### src/rtl/riscv_pkg.sv
// rtl/riscv_pkg.sv - shared constants and fetch-state encoding for the fetch stage
// Purpose: XLEN, NOP encoding, default reset PC and the fetch FSM state enum.
// Ports: none (package).
package riscv_pkg;

  localparam int XLEN = 32;
  localparam logic [XLEN-1:0] NOP_INSTR = 32'h0000_0013;        // addi x0, x0, 0
  localparam logic [XLEN-1:0] RESET_PC_DEFAULT = 32'h0000_0000;

  typedef enum logic [1:0] {
    S_REQ  = 2'd0,   // issue request
    S_WAIT = 2'd1,   // await response
    S_HOLD = 2'd2,   // response buffered while stalled
    S_DROP = 2'd3    // await response that must be discarded
  } fetchStateT;

endpackage

### src/rtl/if_id_reg.sv
// rtl/if_id_reg.sv - IF/ID pipeline register with hold, bubble and flush
// Purpose: holds the fetched instruction and its PC for the decode stage.
// Ports:
//   clk, reset        clock, synchronous active-high reset
//   flush             squash to NOP (overrides stall and load)
//   stall             hold all outputs
//   load              capture instrIn/pcIn; otherwise a bubble is inserted
//   instrIn, pcIn     instruction and its PC to capture
//   valid, instr, pc, pcPlus4   registered IF/ID contents
module if_id_reg
  import riscv_pkg::*;
(
  input  logic            clk,
  input  logic            reset,
  input  logic            flush,
  input  logic            stall,
  input  logic            load,
  input  logic [XLEN-1:0] instrIn,
  input  logic [XLEN-1:0] pcIn,
  output logic            valid,
  output logic [XLEN-1:0] instr,
  output logic [XLEN-1:0] pc,
  output logic [XLEN-1:0] pcPlus4
);

  always_ff @(posedge clk) begin
    if (reset) begin
      valid   <= 1'b0;
      instr   <= NOP_INSTR;
      pc      <= '0;
      pcPlus4 <= '0;
    end else if (flush) begin
      valid <= 1'b0;
      instr <= NOP_INSTR;
    end else if (stall) begin
      // hold everything
    end else if (load) begin
      valid   <= 1'b1;
      instr   <= instrIn;
      pc      <= pcIn;
      pcPlus4 <= pcIn + 32'd4;
    end else begin
      // bubble: PC fields keep their last value, only validity and opcode change
      valid <= 1'b0;
      instr <= NOP_INSTR;
    end
  end

endmodule

### src/rtl/if_stage.sv
// rtl/if_stage.sv - instruction fetch stage with single outstanding request
// Purpose: drives instruction-memory requests, tracks the fetch PC and
//          feeds the IF/ID register, honouring stall and branch flush.
// Ports:
//   clk, reset                      clock, synchronous active-high reset
//   stall, flush, branch_target     hazard hold / taken-branch redirect
//   imem_req_valid/ready, imem_addr request channel
//   imem_rsp_valid, imem_rdata      response channel
//   if_id_valid/instr/pc/pc_plus4   IF/ID register outputs
module if_stage
  import riscv_pkg::*;
#(
  parameter logic [XLEN-1:0] RESET_PC = RESET_PC_DEFAULT
) (
  input  logic            clk,
  input  logic            reset,
  input  logic            stall,
  input  logic            flush,
  input  logic [XLEN-1:0] branch_target,
  output logic            imem_req_valid,
  input  logic            imem_req_ready,
  output logic [XLEN-1:0] imem_addr,
  input  logic            imem_rsp_valid,
  input  logic [XLEN-1:0] imem_rdata,
  output logic            if_id_valid,
  output logic [XLEN-1:0] if_id_instr,
  output logic [XLEN-1:0] if_id_pc,
  output logic [XLEN-1:0] if_id_pc_plus4
);

  fetchStateT      state, nextState;
  logic [XLEN-1:0] pc, nextPc;
  logic [XLEN-1:0] fetchPc, nextFetchPc;
  logic [XLEN-1:0] bufInstr;
  logic            bufLoad;
  logic            ifIdLoad;
  logic [XLEN-1:0] ifIdInstrIn;
  logic [XLEN-1:0] alignedTarget;

  assign alignedTarget = branch_target & ~32'h0000_0003;

  // State register plus the PC / fetch PC / response buffer it owns.
  always_ff @(posedge clk) begin
    if (reset) begin
      state    <= S_REQ;
      pc       <= RESET_PC;
      fetchPc  <= RESET_PC;
      bufInstr <= NOP_INSTR;
    end else begin
      state   <= nextState;
      pc      <= nextPc;
      fetchPc <= nextFetchPc;
      if (bufLoad) bufInstr <= imem_rdata;
    end
  end

  // Next-state and datapath control. Flush overrides stall in every state.
  always_comb begin
    nextState   = state;
    nextPc      = pc;
    nextFetchPc = fetchPc;
    bufLoad     = 1'b0;
    ifIdLoad    = 1'b0;
    ifIdInstrIn = imem_rdata;
    if (flush) begin
      nextPc = alignedTarget;
      case (state)
        // a request is still in flight unless its response is here now
        S_WAIT, S_DROP: nextState = imem_rsp_valid ? S_REQ : S_DROP;
        default:        nextState = S_REQ;
      endcase
    end else begin
      case (state)
        S_REQ: begin
          if (imem_req_ready) begin
            nextFetchPc = pc;
            nextState   = S_WAIT;
          end
        end
        S_WAIT: begin
          if (imem_rsp_valid) begin
            if (stall) begin
              bufLoad   = 1'b1;
              nextState = S_HOLD;
            end else begin
              ifIdLoad  = 1'b1;
              nextPc    = fetchPc + 32'd4;
              nextState = S_REQ;
            end
          end
        end
        S_HOLD: begin
          if (!stall) begin
            ifIdLoad    = 1'b1;
            ifIdInstrIn = bufInstr;
            nextPc      = fetchPc + 32'd4;
            nextState   = S_REQ;
          end
        end
        S_DROP: begin
          if (imem_rsp_valid) nextState = S_REQ;
        end
        default: nextState = S_REQ;
      endcase
    end
  end

  // Outputs: the address stays on pc, which only moves on delivery or flush.
  always_comb begin
    imem_req_valid = (state == S_REQ) && !flush;
    imem_addr      = pc;
  end

  if_id_reg u_if_id_reg (
    .clk     (clk),
    .reset   (reset),
    .flush   (flush),
    .stall   (stall),
    .load    (ifIdLoad),
    .instrIn (ifIdInstrIn),
    .pcIn    (fetchPc),
    .valid   (if_id_valid),
    .instr   (if_id_instr),
    .pc      (if_id_pc),
    .pcPlus4 (if_id_pc_plus4)
  );

endmodule
### config.mk
export PLATFORM = sky130hd
export DESIGN_NAME = if_stage
export DESIGN_NICKNAME = d
export VERILOG_FILES = /design/src/rtl/riscv_pkg.sv /design/src/rtl/if_id_reg.sv /design/src/rtl/if_stage.sv
export SDC_FILE = /design/constraint.sdc
export NUM_CORES = 1
export LEC_CHECK = 0
export CORE_ASPECT_RATIO = 1.5
export CORE_MARGIN = 2
export CORE_UTILIZATION = 53
export CTS_CLUSTER_DIAMETER = 150
export DETAILED_ROUTE_END_ITERATION = 12
export DONT_BUFFER_PORTS = 1
export HOLD_SLACK_MARGIN = 0.12
export PLACE_DENSITY_LB_ADDON = 0.1
export SETUP_SLACK_MARGIN = 0.2
export SLEW_MARGIN = 40
export SYNTH_ARGS = -nofsm -noshare
export SYNTH_HDL_FRONTEND = slang
export SYNTH_SLANG_ARGS = --single-unit
### constraint.sdc
create_clock -name clk -period 3.7 [get_ports clk]
set_clock_uncertainty 0.05 [all_clocks]
set_input_delay 0.185 -clock clk [delete_from_list [all_inputs] [get_ports clk]]
set_output_delay 0.185 -clock clk [all_outputs]
set_load 0.02 [all_outputs]
==> flow_summary.yaml, run 1 <==
critical_path:
  reg2reg_depth: 9
  end_kind: "flip-flop"
  critPathRequiredTime_ns: 3.96
  max_stage_delay_ns: 0.59
  cp_cell_sequence: "inv_1 > ha_1 > mux2_2 > and2_4 > nor3b_1 > a21oi_1 > dlygate4sd3_1 > a21oi_1 > dlygate4sd3_1"
  critPathSlowestCell: "dlygate4sd3_1"
  r2r_slack_ns: 0.51
  arrival_ns: 3.45
  critPathLaunchType: "flip-flop"
  reg2reg_to: "imem_addr[21]"
  reg2reg_from: "state[1]"
  path_buf_inv: 3
  worstSetupPathType: "reg -> reg"
  cp_max_fo: 44
  cp_top_family: "buffers and inverters"
pwr:
  clock_power_share_pct: 40.2
  leakage_nw: 3.210
  peakVddDrop_v: 0.0002443
  intPower_mw: 3.176
  p_seq_share_pct: 50.9
  power_density_nw_per_um2: 450.3
  switching_power_mw: 1.160
  swShare_pct: 26.75
  power_mw: 4.335
  comb_power_share_pct: 8.8
clock_network:
  cts-root-buf: "clkbuf_16"
  cts_resized: 0
  tritoncts: "yes"
  cts_sinks: 193
  h-tree-depth: 4
  numCtsBuffers: 17
  clk_latency_ns: 0.42
  clk_pin_slew_ns: 0.07
  clock_path_buffers: 2
outcome:
  status: "finished, final reports clean"
finish:
  drive_gt1_share_pct: 7.115
  n_antenna_cell: 0
  layout.nets: 1105
  layout_common_cells: "219 x nand2_1, 193 x dfxtp_1, 157 x a21oi_1"
  final_common_cell: "nand2_1"
  finalNonFillerCells: 1239
  fin_util_pct: 63.89
  syn_to_final_growth_pct: 18.53
die:
  die_h_um: 155.6
  num_rows: 55
  die_area_sq_um: 16350
  die_x_um: 105.1
  ioPinCount: 200
  core_area_sq_um: 15070
  initial_core_util_pct: 53.90
synthesis:
  synth_cell_types: 51
  synthesis.nets: 1070
  avgSynthCellArea_sq_um: 8.172
  netlist_area_sq_um: 8123
  yosys_warnings: 0
  syn_inst: 994
  ys_async_sr_fraction_pct: 0
  ys_dominant_reg_cell: "dfxtp_1"
  ys_seq_elements: 193
  ys_seq_area_share_pct: 47.57
  synth_edf_count: 0
timing:
  worstMarginPinSlew_ns: 0.7503
  slew_headroom_pct: 49.98
  clock.fmax_mhz: 313.2
  setup_viol: 0
  slew_violations: 0
  period_minus_slack_ns: 3.193
  setup_tns_ns: 0
  finalCritPeriodShare_pct: 86.29
  rsz0062_at_grt: "no"
  hold_violations: 0
drt:
  drcViolationCount: 0
  routed_wl_um: 22610
  antenna_left: 0
  viasPerCell: 5.742
  dr.first_iter.drc_count: 402
  num_vias: 7114
  dr.pass1.iters: 5
  avgRoutedWirePerCell_um: 18.25
place:
  dp.cells: 1118
  routabilityCongestion: 0.8228
  io_buffer_count: 0
  dp.final_hpwl_um: 13870
global_route:
  overflow: 0
  grt_max_degree: 161
  grt_first_pass_wirelength_um: 35570
  first_global_vias: 6902
  grt_antenna_before_repair: 0
  grt_usage_pct: 27.09
hold_path:
  whs_endpoint: "imem_addr[3]"
  holdPathStages: 3
  hp-class: "in -> reg"
  min_from: "flush"
run:
  drv_cap: 0
final cells by class:
cell class              count  area, sq um
clock inverters            13        125.1
clock buffers              17        425.4
well taps                 199        249.0
repair buffers             99         1028
flip-flops and latches    193         3864
inverters                   7        26.28
multi-input cells         711         3910
fillers                  1296         5443
cells in the mapped netlist, drive strengths merged, types with 7 or more instances:
library cell  count  share of area [%]
a21oi           157                9.7
nor3             12               0.80
xnor2            16                1.7
nor3b            12                1.1
a211oi           26                2.6
buf              22                1.5
nand2           221                 10
clkbuf           61                2.8
nor4             10                1.5
o22ai            14                1.1
xor2              9               0.97
mux2i            30                3.7
nand4             8               0.88
inv               7               0.32
nor2            111                5.1
a211o            10                1.1
dfxtp           193                 48
nand3            15               0.92
worst register-to-register path, delay by kind of cell (launching register included):
kind            cells  cell delay (ns)
buf+inv             3             1.27
simple gates        2             0.62
flops               1             0.39
mux                 1             0.29
fa+ha+maj           1             0.26
compound gates      2             0.21
sequential cells by signal, indices dropped and copies added, names as in the netlist, named ones only:
register,count
u_if_id_reg.pcPlus4,32
state,2
bufInstr,32
u_if_id_reg.instr,32
u_if_id_reg.valid,1
imem_addr,30
u_if_id_reg.pc,30
fetchPc,32
per-stage QoR:
stage          hold WS, ns  worst slack, ns  cell area [sq um]
2_1_floorplan       0.2593            1.642               8123
3_3_place_gp        0.2213            1.199               8114
3_5_place_dp        0.2237            1.395               8122
4_1_cts             0.1413           0.5968               9628
5_1_grt             0.1649           0.3702               9628
6_report            0.1598           0.5074               9628
worst max path at each step:
stage                     cells after the start  slack (ns)                  to      from
after floorplan                               9        1.64       imem_addr[10]  state[0]
after global placement                        7        1.20        imem_addr[3]  state[1]
after detailed placement                      7        1.40  u_if_id_reg.pc[17]  state[1]
after CTS                                     9        0.60       imem_addr[21]  state[1]
after global routing                          9        0.37       imem_addr[21]  state[1]
final                                         9        0.51       imem_addr[21]  state[1]
cell families (layout without fill, tap and decap cells):
kind of cell / after synthesis / after routing / share of synthesized area (%)
buffers and inverters: 90 / 136 / 4.606
adders and majority gates: 6 / 6 / 0.9242
xor gates and xnor gates: 25 / 25 / 2.696
and+or+nand+nor: 415 / 415 / 23.09
AOI/OAI and AO/OA: 230 / 230 / 16.73
DFF: 193 / 193 / 47.57
muxes: 35 / 35 / 4.390
power groups by stage:
| stage | sequential (mW) | combinational (mW) | clock, mW |
|---|---|---|---|
| after floorplan | 2.24 | 0.234 | 0 |
| after global placement | 2.25 | 0.233 | 0 |
| after detailed placement | 2.26 | 0.243 | 0 |
| after CTS | 2.21 | 0.379 | 1.78 |
| after global routing | 2.22 | 0.415 | 1.87 |
| final | 2.21 | 0.382 | 1.74 |
metal layers:
metal  wire length (um)  vias to the layer above  global-route usage (%)
li1                   -                     3452                       -
met1               9091                     3422                   30.17
met2              11630                      208                   48.64
met3               1270                       32                   6.767
met4                619                        0                   11.87
met5                  0                        -                       0
repair_timing:
action | in CTS | in global routing
hold buffers | 91 | 0
endpoints found under the hold margin | 191 | 0
setup buffers | 0 | 0
endpoints found under the setup margin | 0 | 0
Power figures use the tool's default switching activity.
==> inputs of run 2 (changes only) <==
--- a/config.mk
+++ b/config.mk
@@ -7,11 +7,11 @@
 export LEC_CHECK = 0
 export CORE_ASPECT_RATIO = 1.5
 export CORE_MARGIN = 2
-export CORE_UTILIZATION = 53
+export CORE_UTILIZATION = 40
 export CTS_CLUSTER_DIAMETER = 150
 export DETAILED_ROUTE_END_ITERATION = 12
 export DONT_BUFFER_PORTS = 1
-export HOLD_SLACK_MARGIN = 0.12
+export HOLD_SLACK_MARGIN = 0.15
 export PLACE_DENSITY_LB_ADDON = 0.1
 export SETUP_SLACK_MARGIN = 0.2
 export SLEW_MARGIN = 40
==> run 2 against run 1 <==
  * Via count fell by 3.7%
  * Final area fell by 0.25%
  * Setup slack got worse by 0.012 ns
  * Non-clock buffer count fell by 13
  * Clock power rose by 5%
  * Maximum frequency fell by 0.38%
  * Sequential share of layout area rose by 0.099 points
  * Hold slack got worse by 0.022 ns
  * Global-route usage fell by 5.4 points
  * Utilization fell by 16 points
  * Critical path depth rose by 1
  * Sequential cell count did not move
  * Largest cell class unchanged
==> flow_summary.yaml, run 2 (synthesis results as in run 1) <==
global_route:
  grt_max_degree: 161
  grt_first_pass_wirelength_um: 36140
  grt_antenna_before_repair: 1
  overflow: 0
  grt_usage_pct: 21.72
  first_global_vias: 6551
timing:
  slew_violations: 0
  slew_headroom_pct: 43.90
  worstMarginPinSlew_ns: 0.8415
  hold_violations: 0
  finalCritPeriodShare_pct: 86.62
  hold_ws_ns: 0.1373
  rsz0062_at_grt: "no"
  period_minus_slack_ns: 3.205
  setup_tns_ns: 0
  fin_ws_ns: 0.4952
  setup_viol: 0
  clock.fmax_mhz: 312.0
pwr:
  intPower_mw: 3.310
  power_density_nw_per_um2: 458.6
  clock_power_share_pct: 41.3
  power_mw: 4.404
  peakVddDrop_v: 0.0002567
  leakage_nw: 3.161
  switching_power_mw: 1.094
  swShare_pct: 24.84
  comb_power_share_pct: 8.5
  p_seq_share_pct: 50.2
hold_path:
  hp-class: "in -> reg"
die:
  core_area_sq_um: 19860
  num_rows: 63
  ioPinCount: 200
  die_area_sq_um: 21490
  initial_core_util_pct: 40.89
  die_x_um: 120.4
  die_h_um: 178.5
finish:
  layout.nets: 1092
  n_antenna_cell: 0
  drive_gt1_share_pct: 7.289
  fillerInstances: 1969
  finalNonFillerCells: 1289
  fin_util_pct: 48.35
  syn_to_final_growth_pct: 18.24
  layout_common_cells: "219 x nand2_1, 193 x dfxtp_1, 157 x a21oi_1"
  final_common_cell: "nand2_1"
  stdcell_area_sq_um: 9604
place:
  dp.final_hpwl_um: 14710
  dp.cells: 1182
  routabilityCongestion: 0.7644
  post_dp_cell_area_sq_um: 8234
  io_buffer_count: 0
  post-place-ws_ns: 0.9953
critical_path:
  end_kind: "flip-flop"
  arrival_ns: 3.52
  worstSetupPathType: "reg -> reg"
  cp_max_fo: 39
  critPathLaunchType: "flip-flop"
  critPathRequiredTime_ns: 4.02
clock_network:
  clk_latency_ns: 0.43
  cts_sinks: 193
  post_cts_buffers: 0
  cts-root-buf: "clkbuf_16"
  tritoncts: "yes"
  clk_pin_slew_ns: 0.07
  clock_path_buffers: 2
  numCtsBuffers: 17
  h-tree-depth: 4
drt:
  routed_wl_um: 23400
  drcViolationCount: 0
  avgRoutedWirePerCell_um: 18.16
  dr.first_iter.drc_count: 373
  antenna_left: 0
  dr.pass1.iters: 5
  num_vias: 6850
  viasPerCell: 5.314
run:
  drv_cap: 0
outcome:
  status: "finished, final reports clean"
-- run 2: cell count changes in the layout (fill, tap and decap cells not counted), moves of 2 or more --
| cell | delta |
|---|---|
| clkinv_4 | -6 |
| inv_6 | -2 |
| clkbuf_1 | +3 |
| bufinv_16 | +2 |
| clkinv_2 | +3 |
| clkbuf_8 | +2 |
| dlygate4sd3_1 | -16 |
| inv_8 | -3 |
| buf_4 | +2 |
| clkinvlp_4 | +4 |
| and3_2 | -2 |
-- run 2: area by class of cell --
cell class / instances / area, sq um / share of cell area [%]
clock buffer: 22 / 464.2 / 4.833
clock inverter: 10 / 110.1 / 1.146
inverter: 7 / 26.28 / 0.2736
multi-input combinational: 711 / 3911 / 40.72
sequential: 193 / 3864 / 40.23
tap: 260 / 325.3 / 3.387
timing repair buffer: 86 / 903.4 / 9.406
-- run 2: worst paths after layout --
check / start / cells after the start / slack [ns] / endpoint
setup reg to reg: state[0] / 10 / 0.50 / u_if_id_reg.instr[12]
hold reg to reg: bufInstr[18] / 2 / 0.40 / bufInstr[18]
setup / recovery: state[0] / 10 / 0.50 / u_if_id_reg.instr[12]
hold / removal: reset / 2 / 0.14 / u_if_id_reg.pcPlus4[2]
-- run 2: power groups by stage --
stage	logic, mW	registers, mW	clock network, mW
2_1_floorplan	0.234	2.24	0
3_3_place_gp	0.245	2.26	0
3_5_place_dp	0.249	2.26	0
4_1_cts	0.376	2.21	1.87
5_1_grt	0.412	2.22	1.95
6_report	0.373	2.21	1.82
-- run 2: repair_timing --
action | in CTS | in global routing
endpoints found under the setup margin | 0 | 0
hold endpoints to repair | 191 | 0
hold buffers | 75 | 0
gates resized for setup | 0 | 0
-- run 2: layer usage --
layer  vias up  wire, um  GRT usage, %
met5         -         0             0
met4         0       370         5.766
met3        16      1497         6.873
met2       164     11760         38.75
met1      3257      9771         24.99
li1       3413         -             -
-- run 2: critical path: stages, from the launching register on --
cell and delay [ns]:
dfxtp_1 0.35, inv_1 0.13, ha_2 0.19, buf_4 0.49, a21o_1 0.21, nand3_4 0.47, buf_4 0.41, nor2_1 0.13
a21oi_1 0.05, dlygate4sd3_1 0.57, nor2_1 0.08
